`src/rtl/layer3_window_fetcher.sv`:
```
// Walks every KxK window of the layer2 result map in raster order, reads each pixel from the
// one-side memory and streams it to the layer3 conv engine. Optional feature: LAYER3_ZERO_PAD_EN.
module layer3_window_fetcher #(
  parameter int unsigned IMG_W  = 14,
  parameter int unsigned K      = 3,
  parameter int unsigned DATA_W = 128
) (
  input  logic              clk,
  input  logic              rst,
  input  logic              start,
  output logic              busy,
  output logic              done,
  output logic [15:0]       read_row_addr,
  output logic [15:0]       read_col_addr,
  output logic              layer2_result_read_signal,
  input  logic [DATA_W-1:0] mem_rdata,
  output logic              out_valid,
  input  logic              out_ready,
  output logic [DATA_W-1:0] out_data,
  output logic              out_last_pix,
  output logic              out_last_win
);

`ifdef LAYER3_ZERO_PAD_EN
  localparam int unsigned PAD = 1;
`else
  localparam int unsigned PAD = 0;
`endif
  localparam int unsigned NWIN = IMG_W - K + 1 + 2 * PAD;
  localparam int unsigned CW   = $clog2(IMG_W + 2);
  localparam int unsigned SW   = CW + 1;

  typedef enum logic [1:0] {S_IDLE, S_RUN, S_DRAIN, S_DONE} state_t;

  state_t state_q, state_d;

  logic [CW-1:0] win_r_q, win_c_q, k_r_q, k_c_q;

  // Read issued last cycle: its word is on mem_rdata now and enters the FIFO at this edge
  logic pend_q, pend_lp_q, pend_lw_q;

  // Second FIFO slot; the first slot is the output register itself
  logic              s1_valid_q;
  logic [DATA_W-1:0] s1_data_q;
  logic              s1_lp_q, s1_lw_q;

  logic              pop_c, issue_c, rd_en_c, pad_pix_c;
  logic              last_pix_c, last_win_c;
  logic [1:0]        occ_c;
  logic [SW-1:0]     row_sum_c, col_sum_c, row_addr_c, col_addr_c;
  logic [DATA_W-1:0] push_data_c;

  assign pop_c = out_valid & out_ready;

  // Slots committed after this cycle's pop: FIFO words plus the word returning now
  assign occ_c = 2'(out_valid) + 2'(s1_valid_q) + 2'(pend_q) - 2'(pop_c);

  assign last_pix_c = (k_r_q == CW'(K - 1)) && (k_c_q == CW'(K - 1));
  assign last_win_c = last_pix_c && (win_r_q == CW'(NWIN - 1)) && (win_c_q == CW'(NWIN - 1));

  assign row_sum_c  = {1'b0, win_r_q} + {1'b0, k_r_q};
  assign col_sum_c  = {1'b0, win_c_q} + {1'b0, k_c_q};
  assign row_addr_c = row_sum_c - SW'(PAD);
  assign col_addr_c = col_sum_c - SW'(PAD);

`ifdef LAYER3_ZERO_PAD_EN
  logic pend_zero_q;

  // Padded coordinates 0 and IMG_W+1 fall outside the real map
  assign pad_pix_c = (row_sum_c == '0) || (row_sum_c > SW'(IMG_W)) ||
                     (col_sum_c == '0) || (col_sum_c > SW'(IMG_W));
  assign push_data_c = pend_zero_q ? '0 : mem_rdata;

  always_ff @(posedge clk or negedge rst) begin
    if (!rst) pend_zero_q <= 1'b0;
    else      pend_zero_q <= issue_c & pad_pix_c;
  end
`else
  assign pad_pix_c   = 1'b0;
  assign push_data_c = mem_rdata;
`endif

  // Next state plus the combinational read-port drive
  always_comb begin
    state_d                   = state_q;
    issue_c                   = 1'b0;
    rd_en_c                   = 1'b0;
    read_row_addr             = '0;
    read_col_addr             = '0;
    layer2_result_read_signal = 1'b0;
    case (state_q)
      S_IDLE: if (start) state_d = S_RUN;
      S_RUN: begin
        issue_c = (occ_c < 2'd2);
        rd_en_c = issue_c && !pad_pix_c;
        if (issue_c && last_win_c) state_d = S_DRAIN;
      end
      S_DRAIN: if (!pend_q && !s1_valid_q && (!out_valid || out_ready)) state_d = S_DONE;
      S_DONE:  state_d = S_IDLE;
      default: state_d = S_IDLE;
    endcase
    if (rd_en_c) begin
      layer2_result_read_signal = 1'b1;
      read_row_addr             = 16'(row_addr_c);
      read_col_addr             = 16'(col_addr_c);
    end
  end

  always_ff @(posedge clk or negedge rst) begin
    if (!rst) begin
      state_q <= S_IDLE;
      busy    <= 1'b0;
      done    <= 1'b0;
    end else begin
      state_q <= state_d;
      busy    <= (state_d != S_IDLE);
      done    <= (state_d == S_DONE);
    end
  end

  // Window walk: k_c fastest, then k_r, then win_c, then win_r
  always_ff @(posedge clk or negedge rst) begin
    if (!rst) begin
      win_r_q <= '0;
      win_c_q <= '0;
      k_r_q   <= '0;
      k_c_q   <= '0;
    end else if (state_q == S_IDLE) begin
      win_r_q <= '0;
      win_c_q <= '0;
      k_r_q   <= '0;
      k_c_q   <= '0;
    end else if (issue_c) begin
      if (k_c_q != CW'(K - 1)) begin
        k_c_q <= k_c_q + CW'(1);
      end else begin
        k_c_q <= '0;
        if (k_r_q != CW'(K - 1)) begin
          k_r_q <= k_r_q + CW'(1);
        end else begin
          k_r_q <= '0;
          if (win_c_q != CW'(NWIN - 1)) begin
            win_c_q <= win_c_q + CW'(1);
          end else begin
            win_c_q <= '0;
            win_r_q <= (win_r_q == CW'(NWIN - 1)) ? '0 : win_r_q + CW'(1);
          end
        end
      end
    end
  end

  always_ff @(posedge clk or negedge rst) begin
    if (!rst) begin
      pend_q    <= 1'b0;
      pend_lp_q <= 1'b0;
      pend_lw_q <= 1'b0;
    end else begin
      pend_q    <= issue_c;
      pend_lp_q <= issue_c & last_pix_c;
      pend_lw_q <= issue_c & last_win_c;
    end
  end

  // Two-entry FIFO: head lives in the output registers, s1 behind it
  always_ff @(posedge clk or negedge rst) begin
    if (!rst) begin
      out_valid    <= 1'b0;
      out_data     <= '0;
      out_last_pix <= 1'b0;
      out_last_win <= 1'b0;
      s1_valid_q   <= 1'b0;
      s1_data_q    <= '0;
      s1_lp_q      <= 1'b0;
      s1_lw_q      <= 1'b0;
    end else if (pop_c) begin
      if (s1_valid_q) begin
        out_data     <= s1_data_q;
        out_last_pix <= s1_lp_q;
        out_last_win <= s1_lw_q;
        s1_valid_q   <= pend_q;
        if (pend_q) begin
          s1_data_q <= push_data_c;
          s1_lp_q   <= pend_lp_q;
          s1_lw_q   <= pend_lw_q;
        end
      end else begin
        out_valid <= pend_q;
        if (pend_q) begin
          out_data     <= push_data_c;
          out_last_pix <= pend_lp_q;
          out_last_win <= pend_lw_q;
        end
      end
    end else if (pend_q) begin
      if (!out_valid) begin
        out_valid    <= 1'b1;
        out_data     <= push_data_c;
        out_last_pix <= pend_lp_q;
        out_last_win <= pend_lw_q;
      end else begin
        s1_valid_q <= 1'b1;
        s1_data_q  <= push_data_c;
        s1_lp_q    <= pend_lp_q;
        s1_lw_q    <= pend_lw_q;
      end
    end
  end

endmodule

```
`config.mk`:
```
export PLATFORM = sky130hd
export DESIGN_NAME = layer3_window_fetcher
export DESIGN_NICKNAME = d
export VERILOG_FILES = /design/src/rtl/layer3_window_fetcher.sv
export SDC_FILE = /design/constraint.sdc
export NUM_CORES = 1
export LEC_CHECK = 0
export ABC_AREA = 1
export CORE_MARGIN = 2
export CORE_UTILIZATION = 51
export DETAILED_ROUTE_END_ITERATION = 7
export PLACE_DENSITY_LB_ADDON = 0.12
export SLEW_MARGIN = 10
export SYNTH_ARGS = -nofsm -noshare
export SYNTH_HDL_FRONTEND = slang
export SYNTH_SLANG_ARGS = --single-unit
```
`constraint.sdc`:
```
create_clock -name clk -period 2.9 [get_ports clk]
set_input_delay 0.58 -clock clk [delete_from_list [all_inputs] [get_ports clk]]
set_output_delay 0.58 -clock clk [all_outputs]
set_load 0.02 [all_outputs]
```
Word level (Yosys, flattened, before mapping) --
Cells that the tools add are included.
Word-level totals: flip-flop bits (word level) 285, input port bits 132, output and inout bits 166, word-level logic and storage cells 132
Operators by class: $add $sub $neg 9, $lt $le $gt $ge 1, eq/ne operators 18, muxes and demuxes 60, bitwise logic cells 3, reduce and logical (&&, ||, !) cells 23
Operator list (number):
- $mux W128 | 9
- $mux W4 | 18
- $mux W1 | 27
- $add A4 B1 Y4 const B | 4
- $ne A2 B2 Y1 const B | 6
- $add A4 B4 Y5 | 2
- $mux W5 | 2
- $reduce_bool A2 Y1 | 5
- $eq A4 B2 Y1 const B | 2
- $eq A4 B4 Y1 const B | 2
- $ne A4 B2 Y1 const B | 2
- $pmux W2 S4 | 1
- $reduce_and A4 Y1 | 2
- $eq A2 B2 Y1 const B | 3
- $logic_and A1 B1 Y1 | 6
- $mux W2 | 3
- $reduce_and A2 Y1 | 3
- $reduce_and A3 Y1 | 2
- $ne A4 B4 Y1 const B | 1
- $and A1 B1 Y1 | 3
- $logic_not A1 Y1 | 3
- $add A1 B1 Y2 | 1
- $add A2 B1 Y2 | 1
- $eq A2 B1 Y1 const B | 1
- other kinds (5) | 5

Longest topological paths before layout --
Gate-level depths: netlist of the first run.
word-level depth 8, depth in mapped cells 13

Worst setup path before layout of the first run --
No wires, ideal clock.
path kind input -> output, start point input port out_ready, end point output port read_col_addr[2], arrival 2559 ps, required time 2320 ps, path slack -239 ps, stages on the path 10, buffers on the path 2, cell sequence nand2_2 > clkbuf_1 > ha_1 > ha_1 > nand2_1 > nand2_1 > nand2_1 > nand3_2 > clkbuf_1 > nor3_1
On the way: word-level cells in the longest chain between the ends 5
Ends and longest elaborated chain:
- start, declared | RTL line 18 | input logic out_ready,
- $and A1 B1 Y1 | RTL line 53 | assign pop_c = out_valid & out_ready;
- $sub A2 B1 Y2 | RTL line 56 | assign occ_c = 2'(out_valid) + 2'(s1_valid_q) + 2'(pend_q) - 2'(pop_c);
- $lt A2 B2 Y1 | RTL line 94 | issue_c = (occ_c < 2'd2);
- $mux W1 | RTL line 91 | case (state_q)
- $mux W5 | RTL line 102 | if (rd_en_c) begin
- end, declared | RTL line 14 | output logic [15:0] read_col_addr,
Every way passes these cells.

Worst setup path in the final report of the first run --
start point register pend_q, end point output port read_row_addr[2]
On the way: word-level cells in the longest chain between the ends 5
Ends and longest elaborated chain:
- start, declared | RTL line 40 | logic pend_q, pend_lp_q, pend_lw_q;
- start signal, assigned | RTL line 159 | pend_q <= issue_c;
- $add A2 B1 Y2 | RTL line 56
- $sub A2 B1 Y2 | RTL line 56
- $lt A2 B2 Y1 | RTL line 94
- $mux W1 | RTL line 91
- $mux W5 | RTL line 102
- end, declared | RTL line 13 | output logic [15:0] read_row_addr,
Every way passes these cells.

==> key figures, run 1 <==
Die
  • Total core area: approximately 0.025 mm²
  • Starting Density: 0.521
  • Die ar.: approximately 0.027 mm²
  • Die width: ~160 µm
  • # IOs: between 200 and 300
  • Core Rows: slightly below 60
  • Vert. Die Dim: around 160 µm

Route
  • Via count: approximately 12000
  • DR WL/cell: roughly 17 µm
  • ANT nets after route: 0
  • Drt first pass iters: 5
  • Vias/cell: between 5 and 6
  • DRT iter0 DRCs: approximately 1100
  • Number of remaining DRC errors: 0
  • Final WL: ~36000 µm

Clocking
  • Worst skew pair latency: approximately 0.55 ns
  • Reg clk slew, reported paths: about 0.060 ns
  • CTS tree: built
  • Post-CTS Hold Fix Bufs: 0
  • Clock Sinks: 285
  • Max H-tree Level: 1
  • Clk buf depth: 3
  • TritonCTS Buffers: 30
  • Root Buffer: clkbuf_16

Hold path
  • HP Class: input pin to asynchronous set/reset pin

Global routing
  • Gr ovfl total: 0
  • Largest net degree at the start of global routing: 80
  • First-pass GRT wire length: 58300 µm
  • GRT Overall Usage: 0.268
  • Antenna violations before repair: 5
  • Vias in the first global route: 11300

Worst setup path
  • Critical path class: flop to output port
  • WP data required: 2.32 ns
  • Critical path arrival: ~2.3 ns
  • Worst Setup End Kind: output port
  • CP max FO: 6
  • CP Launch Type: flop

Synth
  • Seq/Total Area, Yosys: 0.542
  • Yosys warning count: 0
  • Mapped Area: approximately 0.013 mm²
  • Synth area leader: dfrtp_1
  • Post-synth top area share: 0.542
  • Mean Syn Cell Area: 8.63 µm²
  • Post-Syn Instances: 1525
  • Main area contributors after synthesis: dfrtp_1 (54%), o21ai_0 (11%), o21ai_1 (9.2%)
  • Unique cell type count in the Yosys netlist: 28
  • Yosys reg bits: between 200 and 300

STA
  • Hold_ws: -0.00157 ns
  • Endpoints failing hold: 1
  • Fmax: around 350 MHz
  • Final Slew Violations: 0
  • Relative slew slack: 0.371
  • Worst-Margin Slew: between 0.9 and 1 ns
  • Final setup skew: roughly 0.0084 ns
  • RSZ-0062 raised after global routing: true
  • Finish-stage setup viols: 0
  • Total negative slack: 0 ns
  • Final Cycle Share: 0.983
  • Min Clock Period, post-route: about 2.9 ns

Finish
  • Fin area: 0.0175 mm²
  • Area delta synth->final: 32.8%
  • Share of cells above drive strength 1: 0.0762
  • # fillers: 2023
  • Nets@finish: 1911

Run status
  • Failing checks: hold timing
  • Outcome: finished, violations left

Placed design
  • Placed Instance Area: about 0.016 mm²
  • DP Wirelength: between 20000 and 25000 µm
  • Port Buffers: between 200 and 300
  • Gpl congestion: 0.810

Power and ir drop
  • Leakage: approximately 7.9 nW
  • Worst vdd ir: about 0.00069 V
  • Power per Cell Area: approximately 1200 mW/mm²

Flow run
  • Max-cap check violation count: 0
-- repair_timing --
item                                    in CTS  in global routing
endpoints found under the hold margin        0                  0
buffers inserted                             2                  2
gates resized for setup                     57                  8
cloned                                       1                  0
pin swaps                                    4                  1
endpoints found under the setup margin      11                 10
-- layer usage --
metal	wire, µm	track usage
met1	15300	0.366
met2	17000	0.438
met3	3250	0.0547
met4	716	0.0747
met5	13	0
-- registers in the layout, indices dropped and copies added (netlist names), 2 cells and up --
signal,cells
k_c_q,4
k_r_q,4
out_data,128
s1_data_q,128
state_q,2
win_c_q,4
win_r_q,4
-- cell usage after synthesis (all sizes together) --
library cell	n
inv	165
a21oi	9
xor2	5
clkbuf	62
nand4	6
ha	17
conb	1
nand2	181
a211oi	1
nand3	19
o21ai	534
nor3	132
or2	1
nor2	27
dfrtp	285
buf	74
xnor2	4
fa	2
-- stage by stage --
step	worst slack, ns	utilization	total power [mW]	cells
2_1_floorplan	0.0370	-	12.9	1546
3_3_place_gp	-0.600	0.643	16.8	2053
3_5_place_dp	-0.635	0.643	17.0	2053
4_1_cts	0.00478	0.690	21.7	2112
5_1_grt	-0.0363	0.692	23.2	2117
6_report	0.0500	0.692	21.7	2118
-- area by class of cell --
cell class              count  area, µm²  area share
repair buffers            318       3280       0.187
flip-flops and latches    285       7130       0.408
clock inverters            17        305      0.0175
inverters                 165        622      0.0356
clock buffers              39        845      0.0483
multi-input cells         960       4880       0.279
diodes                      4       10.0    0.000572
well taps                 330        413      0.0236
-- power by group --
group          internal, mW  total [mW]  switching, mW  leakage (nW)
logic                  4.17        10.3           6.13          3.80
clock network          2.76        4.38           1.62         0.560
registers              5.90        7.01           1.11          3.53
total                  12.8        21.7           8.86          7.89
-- critical path, cell delays in order (launching register included) --
cell and delay (ns):
dfrtp_1 0.40, inv_2 0.09, ha_4 0.21, ha_4 0.15, inv_1 0.15, nand2_4 0.09, nand2_4 0.08, nand3_4 0.10
buf_12 0.18, nor3_4 0.12, buf_6 0.14
-- final timing paths --
check | from | slack, ns | end | cells past startpoint
worst max-delay path | pend_q | 0.05 | read_row_addr[2] | 10
worst min-delay path | rst | -0.002 | out_data[94] | 1
worst max register to register | out_valid | 0.45 | out_data[17] | 6
worst min register to register | s1_data_q[28] | 0.49 | s1_data_q[28] | 2
max in group asynchronous | rst | 2.14 | s1_data_q[28] | 2
min in group clk | s1_data_q[28] | 0.49 | s1_data_q[28] | 2
-- logic make-up (layout without fill, tap and decap cells) --
logic type,after synthesis,after routing,synth area share
AND/OR/NAND/NOR,366,366,0.123
buffers and inverters,301,539,0.103
other,1,26,0.000285
flip-flops,285,285,0.542
adder cells (fa/ha/maj),19,19,0.0192
AO/OA/AOI/OAI,544,544,0.207
XOR/XNOR,9,9,0.00599
-- layout by cell type (no fill, tap or decap), drive strengths merged --
master,count
xor2,5
nor3,132
nor2,27
fa,2
dlygate4sd2,1
clkbuf,39
bufinv,8
buf,55
ha,17
o21ai,534
a211oi,1
clkinv,7
nand2,181
conb,22
or2,1
clkinvlp,2
inv,165
nand4,6
diode,4
xnor2,4
clkdlybuf4s50,262
a21oi,9
nand3,19
dfrtp,285
Note: power is estimated with default switching activity, not from simulation.
==> inputs of run 2 (changes only) <==
Settings changed: SETUP_SLACK_MARGIN set to 0.15.
==> run 2 against run 1 <==
The flow now finishes without violations. Clock power decreased by 13%. Flip-flop and latch count unchanged. Sequential share of layout area increased by 0.19 points. Largest cell class unchanged. Combinational power about the same. Sequential power about the same. Worst setup slack improved by 0.036 ns. Routed wire length increased by 1.4%. Register-to-register slack improved by 0.06 ns. Clock skew increased by 0.0081 ns.
==> key figures, run 2 (synthesis gave the netlist of run 1 again) <==
Run status
  • Outcome: complete, no violations

Worst setup path
  • WP data required: around 2.3 ns
  • CP Launch Type: flop
  • Critical path arrival: between 2 and 2.5 ns
  • FF-to-FF Start: out_valid
  • Worst Setup End Kind: output port
  • CP max FO: 7
  • Critical path class: flop to output port
  • Worst setup startpoint: out_valid

Die
  • Total core area: between 0.02 and 0.03 mm²
  • Vert. Die Dim: 165 µm
  • Die width: around 160 µm
  • Starting Density: 0.521
  • # IOs: around 300
  • Core Rows: 58
  • Die ar.: between 0.02 and 0.03 mm²

STA
  • RSZ-0062 raised after global routing: true
  • Final setup skew: around 0.017 ns
  • Final Slew Violations: 0
  • Min Clock Period, post-route: 2.81 ns
  • Relative slew slack: 0.308
  • Final Cycle Share: 0.970
  • Hold_ws: around 0.019 ns
  • Finish-stage setup viols: 0
  • Worst-Margin Slew: approximately 1.0 ns
  • Fmax: around 360 MHz
  • Endpoints failing hold: 0

Placed design
  • DP Wirelength: 22100 µm
  • Port Buffers: about 280
  • Placed Cells: between 2000 and 2500
  • Gpl congestion: between 0.8 and 0.9

Finish
  • Nets@finish: about 1900
  • Registers with the most flip-flops: out_data (128), s1_data_q (128)
  • Most common cell after layout, fill and taps aside: o21ai_0
  • Area delta synth->final: 32.2%
  • Share of cells above drive strength 1: 0.0714
  • Most frequent cells in the layout: o21ai_0 (289), dfrtp_1 (285), clkdlybuf4s50_1 (262)
  • Non-Filler Instances: 2109

Global routing
  • Antenna violations before repair: 2
  • Vias in the first global route: approximately 11000
  • Largest net degree at the start of global routing: between 100 and 150
  • GRT Overall Usage: 0.271
  • First-pass GRT wire length: ~59000 µm
  • Gr ovfl total: 0

Power and ir drop
  • Leakage: about 8 nW
  • Power per Cell Area: 1230 mW/mm²
  • Worst vdd ir: roughly 0.00072 V

Hold path
  • HP Class: input pin to asynchronous set/reset pin

Clocking
  • Worst skew pair latency: roughly 0.54 ns
  • Post-CTS Hold Fix Bufs: 0
  • Clock Sinks: 285
  • Reg clk slew, reported paths: 0.06 ns
  • TritonCTS Buffers: 30
  • Root Buffer: clkbuf_16
  • Max H-tree Level: 1
  • Clk buf depth: 3
  • CTS tree: built

Route
  • Final WL: roughly 37000 µm
  • ANT nets after route: 0
  • Number of remaining DRC errors: 0
  • DR WL/cell: about 17 µm
  • DRT iter0 DRCs: about 1100
  • Drt first pass iters: 5
  • Via count: around 12000
  • Vias/cell: 5.53

Flow run
  • Max-cap check violation count: 0
-- run 2: cell count changes in the layout (fill, tap and decap cells not counted), moves of 3 or more --
cell / delta
nor2_4: +6
buf_6: +9
buf_2: -6
diode_2: -3
bufinv_16: -6
buf_4: -5
nor2_2: -6
clkbuf_1: +5
-- run 2: cell type report --
class / count / area, µm²
fillers: 2034 / 7850
diodes: 1 / 2.50
well taps: 330 / 413
flip-flops and latches: 285 / 7130
inverters: 165 / 627
repair buffers: 317 / 3330
multi-input cells: 960 / 4920
clock inverters: 5 / 75.1
clock buffers: 46 / 902
-- run 2: report_power, final --
part           internal (mW)  switching, mW
Sequential              5.90           1.10
Combinational           4.30           6.29
Clock                   2.29           1.51
Total                   12.5           8.89
-- run 2: worst paths after layout --
kind / endpoint / cells past startpoint / slack [ns]
setup reg to reg: win_r_q[0] / 15 / 0.51
setup / recovery: read_row_addr[2] / 10 / 0.09
max in group asynchronous: s1_data_q[12] / 2 / 2.11
hold reg to reg: s1_data_q[28] / 2 / 0.48
hold / removal: out_data[93] / 1 / 0.02
min in group clk: s1_data_q[28] / 2 / 0.48
-- run 2: repair_timing --
action	CTS	global route
setup endpoints to repair	11	11
cloned	1	0
gates resized for setup	80	6
pin swaps	6	2
setup buffers	4	2
-- run 2: metal layers --
metal / track usage / vias to the layer above / wire length [µm] / share of wire
met5: 0 / - / 13 / 0.00035
met4: 0.0719 / 2 / 811 / 0.022
met3: 0.0497 / 59 / 2830 / 0.077
met2: 0.444 / 433 / 17700 / 0.48
met1: 0.374 / 5634 / 15400 / 0.42
li1: - / 5532 / - / -
-- run 2: worst max-delay path, stage by stage (launching register included) --
cell and delay (ns):
dfrtp_1 0.40, nand2_4 0.08, ha_4 0.28, ha_4 0.19
nand2_4 0.06, nand2_2 0.06, nand2_2 0.08, nand3_4 0.11
buf_12 0.19, nor3_4 0.11, buf_6 0.13
-- run 2: metrics by stage --
step | utilization | instance area [µm²] | setup TNS [ns] | power [mW] | setup WS, ns
floorplan | - | 13400 | 0 | 13.0 | 0.201
global placement | 0.644 | 16300 | -5.96 | 16.8 | -0.607
detailed placement | 0.644 | 16300 | -6.45 | 17.1 | -0.643
CTS | 0.688 | 17400 | 0 | 21.4 | 0.0697
global route | 0.689 | 17400 | 0 | 22.9 | 0.00182
finish | 0.689 | 17400 | 0 | 21.4 | 0.0864
==> inputs of run 3 (changes only) <==
Settings changed: REMOVE_ABC_BUFFERS set to 1.
==> run 3 against run 2 <==
Power shrank 1.8%. First-iteration DRC count shrank 2.7%. Critical path depth shrank 1. Clock power shrank 4%. Largest cell class unchanged.
==> key figures, run 3 (synthesis gave the netlist of run 1 again) <==
Run status
  • Outcome: complete, no violations

Route
  • Number of remaining DRC errors: 0
  • Via count: between 10000 and 15000
  • Drt first pass iters: 5
  • ANT nets after route: 0
  • DRT iter0 DRCs: ~1100
  • DR WL/cell: between 15 and 20 µm
  • Final WL: 36600 µm
  • Vias/cell: between 5 and 6

Die
  • Die width: 165 µm
  • Vert. Die Dim: between 150 and 200 µm
  • Starting Density: 0.521
  • # IOs: between 200 and 300
  • Die ar.: approximately 0.027 mm²
  • Total core area: between 0.02 and 0.03 mm²
  • Core Rows: 58

STA
  • Finish-stage setup viols: 0
  • Final Slew Violations: 0
  • Final setup skew: between 0.01 and 0.015 ns
  • Min Clock Period, post-route: 2.76 ns
  • Final Cycle Share: 0.951
  • Relative slew slack: 0.551
  • Total negative slack: 0 ns
  • RSZ-0062 raised after global routing: true
  • Fmax: ~360 MHz
  • Endpoints failing hold: 0
  • Worst-Margin Slew: around 0.67 ns

Worst setup path
  • Critical path class: flop to output port
  • CP dominant cell by count: nand2_4
  • CP peak stage delay: slightly below 0.4 ns
  • Worst Setup End Kind: output port
  • CP Cell Sequence: nand2_4 -> ha_4 -> ha_4 -> nand2_4 -> nand2_4 -> nand2_4 -> nand3_4 -> nor3_2 -> buf_4
  • Delay-heaviest family, CP: simple AND/OR/NAND/NOR gates
  • Critical path arrival: approximately 2.2 ns
  • CP Launch Type: flop
  • Buf/Inv on CP: 1
  • CP max FO: 6
  • WP data required: about 2.3 ns
  • Slowest stage cell on the critical path: dfrtp_1

Clocking
  • CTS tree: built
  • Post-CTS Hold Fix Bufs: 0
  • Clk buf depth: 3
  • Clock Sinks: ~290
  • Max H-tree Level: 1
  • Worst skew pair latency: ~0.54 ns
  • Root Buffer: clkbuf_16
  • TritonCTS Buffers: 29
  • Reg clk slew, reported paths: roughly 0.060 ns

Global routing
  • First-pass GRT wire length: 58300 µm
  • Largest net degree at the start of global routing: 84
  • Vias in the first global route: 11400
  • GRT Overall Usage: 0.267
  • Antenna violations before repair: 1
  • Gr ovfl total: 0

Power and ir drop
  • Power per Cell Area: roughly 1200 mW/mm²
  • Leakage: 7.82 nW
  • Worst vdd ir: between 0.001 and 0.0015 V
  • Total power draw: between 20 and 25 mW

Finish
  • Nets@finish: roughly 1900
  • Sequential cell area: about 0.0071 mm²
  • Most frequent cells in the layout: o21ai_0 (289), dfrtp_1 (284), clkdlybuf4s50_1 (262)
  • Share of cells above drive strength 1: 0.0723
  • # fillers: around 2000
  • Multi-input gate area: around 0.005 mm²
  • Registers with the most flip-flops: out_data (128), s1_data_q (128)
  • Most common cell after layout, fill and taps aside: o21ai_0
  • Area delta synth->final: 31.3%
  • Finished Core Util: 0.685

Flow run
  • Max-cap check violation count: 0

Placed design
  • DP Wirelength: 22800 µm
  • Port Buffers: about 280
  • Gpl congestion: 0.831

Hold path
  • HP Class: input pin to asynchronous set/reset pin
[run 3: cell types whose count changed in the layout (fill, tap and decap cells not counted), sizes merged]
| cell | previous run | this run |
|---|---|---|
| buf | 54 | 61 |
| clkbuf | 46 | 42 |
| inv | 164 | 166 |
| clkinv | 4 | 3 |
| diode | 1 | 2 |
| nand3 | 19 | 20 |
[run 3: final timing paths]
| kind | startpoint | endpoint | slack [ns] | cells after the start |
|---|---|---|---|---|
| setup / recovery | out_valid | read_row_addr[2] | 0.14 | 9 |
| hold / removal | rst | out_data[39] | 0.02 | 1 |
| setup reg to reg | out_valid | out_data[116] | 0.40 | 8 |
| hold reg to reg | s1_data_q[53] | s1_data_q[53] | 0.49 | 2 |
| max in group asynchronous | rst | out_data[59] | 2.06 | 2 |
| min in group clk | s1_data_q[53] | s1_data_q[53] | 0.49 | 2 |
[run 3: report_power, final]
part	leakage (nW)	total, mW	internal [mW]	switching [mW]
registers	3.53	6.99	5.90	1.10
clock network	0.454	3.66	2.15	1.51
logic	3.84	10.3	4.18	6.17
total	7.82	21.0	12.2	8.77
[run 3: per-stage QoR]
stage	hold WS [ns]	area, µm²	std cells	worst slack, ns
finish	0.0246	17300	2115	0.143
global route	0.0777	17300	2114	0.0369
CTS	0.0561	17300	2113	0.145
detailed placement	0.476	16300	2062	-0.755
global placement	0.468	16300	2062	-0.698
floorplan	0.284	12500	1410	-4.26
[run 3: cell type report]
class / instances / area share
tap: 330 / 0.0239
inverter: 165 / 0.0360
clock inverter: 6 / 0.00507
antenna: 2 / 0.000289
clock buffer: 42 / 0.0483
sequential: 285 / 0.413
timing repair buffer: 324 / 0.192
multi-input combinational: 961 / 0.282
[run 3: what timing repair did]
item	CTS	global route
pin swaps	5	0
endpoints found under the setup margin	142	38
gates cloned	1	0
buffers inserted	2	0
gates resized for setup	70	11
[run 3: per-layer routing]
layer,vias to the layer above,part of all wire,track usage
met1,5652,0.42,0.362
met4,0,0.030,0.0897
li1,5540,-,-
met3,76,0.064,0.0429
met2,416,0.49,0.442
met5,-,0,0
